$ cat config.mk
export PLATFORM = sky130hd
export DESIGN_NAME = shift_sequencer
export DESIGN_NICKNAME = d
export VERILOG_FILES = /design/src/rtl/shift_sequencer_pkg.sv /design/src/rtl/shift_sequencer_shift_step.sv /design/src/rtl/shift_sequencer.sv
export SDC_FILE = /design/constraint.sdc
export NUM_CORES = 1
export LEC_CHECK = 0
export ABC_CLOCK_PERIOD_IN_PS = 2100
export CAP_MARGIN = 20
export CORE_UTILIZATION = 49
export DETAILED_ROUTE_END_ITERATION = 8
export HOLD_SLACK_MARGIN = 0.1
export PLACE_DENSITY_LB_ADDON = 0.12
export SLEW_MARGIN = 20
export SYNTH_ARGS = -nofsm -noshare
export SYNTH_HDL_FRONTEND = slang
export SYNTH_SLANG_ARGS = --single-unit
$ cat constraint.sdc
create_clock -name clk -period 2.1 [get_ports clk]
set_input_delay 0.42 -clock clk [delete_from_list [all_inputs] [get_ports clk]]
set_output_delay 0.42 -clock clk [all_outputs]
set_load 0.005 [all_outputs]
$ cat src/rtl/shift_sequencer_pkg.sv
// Shared types and constants for the multi-cycle shift/rotate sequencer.
package shift_sequencer_pkg;
  typedef enum logic [1:0] {
    IDLE  = 2'd0,
    SHIFT = 2'd1,
    DONE  = 2'd2
  } state_t;

  localparam int unsigned MAX_STEP = 3;
endpackage

$ cat src/rtl/shift_sequencer_shift_step.sv
// One combinational shift/rotate step of 0..3 positions, built from 4-bit slices.
module shift_step #(
  parameter int WIDTH = 32
) (
  input  logic [WIDTH-1:0] data,
  input  logic [1:0]       step,
  input  logic             rotate,
  output logic [WIDTH-1:0] result
);
  localparam int SLICES = WIDTH / 4;

  for (genvar g = 0; g < SLICES; g++) begin : g_slice
    logic [2:0] cin;
    logic [6:0] ext;
    logic [3:0] o;

    // Lowest slice takes the wrapped word MSBs on rotate, zeros otherwise.
    if (g == 0) begin : g_low
      assign cin = rotate ? data[WIDTH-1 -: 3] : 3'b000;
    end else begin : g_mid
      assign cin = data[4*g-1 -: 3];
    end

    assign ext = {data[4*g +: 4], cin};

    always_comb begin
      case (step)
        2'd0:    o = ext[6:3];
        2'd1:    o = ext[5:2];
        2'd2:    o = ext[4:1];
        default: o = ext[3:0];
      endcase
    end

    assign result[4*g +: 4] = o;
  end
endmodule

$ cat src/rtl/shift_sequencer.sv
// Sequencer applying a shift/rotate of up to WIDTH-1 positions in steps of at most 3.
module shift_sequencer
  import shift_sequencer_pkg::*;
#(
  parameter int WIDTH = 32,
  parameter int AW    = 5
) (
  input  logic             clk,
  input  logic             reset,
  input  logic             start,
  input  logic             mode,
  input  logic [AW-1:0]    amount,
  input  logic [WIDTH-1:0] din,
  output logic             busy,
  output logic             done,
  output logic [WIDTH-1:0] dout
);
  state_t           state, state_next;
  logic [WIDTH-1:0] data, data_next, shifted;
  logic [AW-1:0]    rem, rem_next;
  logic             md;
  logic [1:0]       step;

  assign step = (rem > AW'(MAX_STEP)) ? 2'(MAX_STEP) : rem[1:0];

  shift_step #(.WIDTH(WIDTH)) u_step (
    .data   (data),
    .step   (step),
    .rotate (md),
    .result (shifted)
  );

  always_ff @(posedge clk) begin
    if (reset) begin
      state <= IDLE;
      data  <= '0;
      rem   <= '0;
      md    <= 1'b0;
      dout  <= '0;
    end else begin
      state <= state_next;
      data  <= data_next;
      rem   <= rem_next;
      if (state == IDLE && start)
        md <= mode;
      // dout is loaded on entry to DONE so it is valid together with done.
      if (state_next == DONE)
        dout <= data_next;
    end
  end

  always_comb begin
    state_next = state;
    data_next  = data;
    rem_next   = rem;
    case (state)
      IDLE: begin
        if (start) begin
          data_next  = din;
          rem_next   = amount;
          state_next = (amount == '0) ? DONE : SHIFT;
        end
      end
      SHIFT: begin
        data_next = shifted;
        rem_next  = rem - AW'(step);
        if (rem == AW'(step))
          state_next = DONE;
      end
      DONE:    state_next = IDLE;
      default: state_next = IDLE;
    endcase
  end

  always_comb begin
    busy = (state != IDLE);
    done = (state == DONE);
  end
endmodule
==> flow_metrics.py <==
metrics = {
    "synth": {
        "postSynth.topFlopCell": "dfxtp_1",
        "netlist.area_leader.share": 0.325,
        "syn_inst": 595,
        "post-synth-top-area-cell": "dfxtp_1",
        "synth.net_count": 638,
        "synth_enable_flop_cells": 0,
        "post_synth_instance_area_um2": 4440,
        "synth_seq_cells": 72,
        "synth-async-reset-ratio": 0,
        "syn-mean-instance-area_um2": 7.46,
        "yosysWarningCount": 0,
        "synth.area.top_cells": "dfxtp_1 (32%), o21ai_0 (8.0%), a211oi_2 (6.8%), nand3_1 (6.8%), nor2_1 (6.3%)",
        "fraction_of_the_yosys_area_taken_by_sequential_cells": 0.325,
        "post_synthesis_cell_type_count": 51,
    },
    "worst_setup_path": {
        "critical_path.max_fanout": 8,
        "setup.worst_path.start_class": "register",
        "r2r_cells": 6,
        "worst_path_class_setup": "reg2reg",
        "crit_path_end_kind": "register",
        "worst-endpoint-arrival_ns": 2.26,
        "critical_path_required_ns": 2.33,
    },
    "clock_network": {
        "cts-hold-fix-buffers": 0,
        "clock-sinks": 72,
        "cts_root_buffer": "clkbuf_8",
        "cts_made_buffers": 9,
        "clk-insertion-delay-late_ns": 0.36,
        "clkSlewWorstSetupHoldPaths_ns": 0.08,
        "tritoncts": "done",
        "cts_max_level": 3,
        "clock_tree.buffer_depth": 2,
    },
    "power_and_ir_drop": {
        "cellPowerDensity_nw_per_um2": 838,
        "cellLeakagePower_nw": 1.91,
        "ir_worst_vdd_v": 0.000512,
    },
    "placed_design": {
        "gp_congestion": 0.923,
        "placement.io_buffers": 74,
        "hpwlAfterDp_um": 8770,
        "post_dp_cell_area_um2": 5490,
        "detailedPlace.worstSlack_ns": -0.0976,
    },
    "global_route": {
        "track_usage": 0.281,
        "number_of_antenna_violations_at_the_first_check_in_global_routing": 0,
        "via_count_of_the_first_global_routing_pass": 4414,
        "grt_pass1_wl_um": 22100,
        "globalRoute.totalOverflow": 0,
        "grt_start_max_net_pins": 35,
    },
    "route": {
        "routed_len_inst_um": 16.6,
        "drt-pass1-iter-count": 5,
        "drc_errors": 0,
        "route.final.wire_length_um": 13000,
        "dr_total_vias": 4805,
        "viasPerCell": 6.13,
        "drtAntennaViolNets": 0,
        "dr.first_iter.drc_count": 377,
    },
    "layout": {
        "final_nets": 715,
        "area_occupied_by_multi_input_gates_um2": 2590,
        "n_antenna_cell": 0,
        "mostFrequentLayoutCells": "nor2_1 (74), clkdlybuf4s50_1 (73), o21ai_0 (71), dfxtp_1 (66), nand3_1 (60)",
        "layout-drive-gt1-share": 0.170,
        "seqCellArea_um2": 1450,
        "filler_cell_count": 789,
        "final_area_um2": 5730,
        "commonest_non_fill_non_tap_cell_in_the_layout": "nor2_1",
        "area_growth_syn_to_layout_pct": 29.0,
    },
    "sta": {
        "final_hold_viols": 0,
        "fin_crit_ns": 2.03,
        "max_freq_mhz": 493,
        "relSlewSlack": 0.629,
        "grt_setup_unrepaired": "true",
        "setup_viol": 0,
        "worstMarginPinSlew_ns": 0.557,
        "final_critical_path_setup_slack_ns": 0.0735,
        "fin_skew_ns": 0.0103,
        "finalCritPeriodShare": 0.965,
        "finalMaxSlewViolations": 0,
    },
    "hold_path": {
        "hold_path.class": "reg2reg",
        "worst_hold_path.num_cells": 2,
    },
    "floorplan": {
        "ios": 75,
        "initial_core_util": 0.507,
        "floorplan.die.height_um": 97.2,
        "floorplan.die_area_um2": 9440,
        "die-width_um": 97.2,
        "core-area_um2": 8760,
        "rows": 34,
    },
    "outcome": {
        "run_status": "completed",
    },
    "flow_run": {
        "max_cap_violations": 0,
    },
}
==> cells in the mapped netlist (5+ instances only) <==
master    count
a211oi_1      8
a211oi_2     24
a21oi_1      16
a221oi_1     28
a31oi_1      20
a41oi_1       8
and2_1       15
buf_2        19
buf_6         5
clkbuf_1     33
dfxtp_1      72
inv_1        32
nand2_1      42
nand3_1      60
nor2_1       75
nor2b_1       5
o21ai_0      71
o21ai_1      18
==> metal layers <==
metal,global-route usage,vias to the layer above,part of all wire
li1,-,2304,-
met1,0.404,2263,0.46
met2,0.436,217,0.45
met3,0.0482,21,0.074
met4,0.0689,0,0.015
met5,0,-,0
==> state kept, by name (all words and copies together), names as in the netlist <==
| name | cells |
|---|---|
| data | 32 |
| rem | 5 |
| dout | 32 |
| md | 1 |
| state | 2 |
==> cell type report <==
cell class / instances / area share
Multi-Input combinational cell: 429 / 0.453
Sequential cell: 72 / 0.253
Timing Repair Buffer: 127 / 0.215
Clock buffer: 10 / 0.0240
Tap cell: 108 / 0.0236
Inverter: 33 / 0.0216
Clock inverter: 5 / 0.0101
==> stage by stage <==
step / std cells / utilization / total power, mW / hold WS (ns) / setup TNS, ns
6_report: 784 / 0.653 / 4.80 / 0.496 / 0
4_1_cts: 782 / 0.648 / 4.76 / 0.496 / 0
2_1_floorplan: 595 / - / 2.92 / 0.478 / -0.0839
3_3_place_gp: 767 / 0.626 / 3.59 / 0.476 / -0.953
5_1_grt: 784 / 0.653 / 5.09 / 0.523 / -0.0786
3_5_place_dp: 767 / 0.626 / 3.63 / 0.484 / -1.88
==> cells by family (layout without fill, tap and decap cells) <==
| logic type | Yosys count | count (layout) | share of synthesized area |
|---|---|---|---|
| AO/OA/AOI/OAI | 214 | 214 | 0.348 |
| multiplexers | 3 | 3 | 0.00705 |
| AND/OR/NAND/NOR | 210 | 210 | 0.220 |
| buffers and inverters | 94 | 175 | 0.0950 |
| flip-flops | 72 | 72 | 0.325 |
| adder cells (fa/ha/maj) | 2 | 2 | 0.00564 |
==> worst paths after layout <==
kind / start / end / slack [ns]
max reg2reg: rem[2] / dout[19] / 0.07
min: dout[8] / dout[8] / 0.50
max: rem[2] / dout[19] / 0.07
min reg2reg: dout[8] / dout[8] / 0.50
==> timing repair <==
action                                  4_1_cts  5_1_grt
endpoints found under the setup margin        1       40
resized for setup                             1       12
buffers inserted                              0        1
cloned                                        0        1
pin swaps                                     0        1
endpoints found under the hold margin         0        0
==> where the power goes <==
group | total [mW] | switching [mW] | internal (mW)
Sequential | 1.77 | 0.223 | 1.54
Combinational | 1.92 | 1.04 | 0.878
Clock | 1.12 | 0.545 | 0.572
Total | 4.80 | 1.81 | 2.99
==> worst max-delay path: stages, from the launching register on <==
cell and delay (ns):
dfxtp_1 0.36, buf_4 0.19, a2111o_1 0.53, a21oi_1 0.19, a31oi_1 0.13, a221oi_1 0.37
a211oi_2 0.13
No activity file was read; power rests on OpenSTA's default activity.
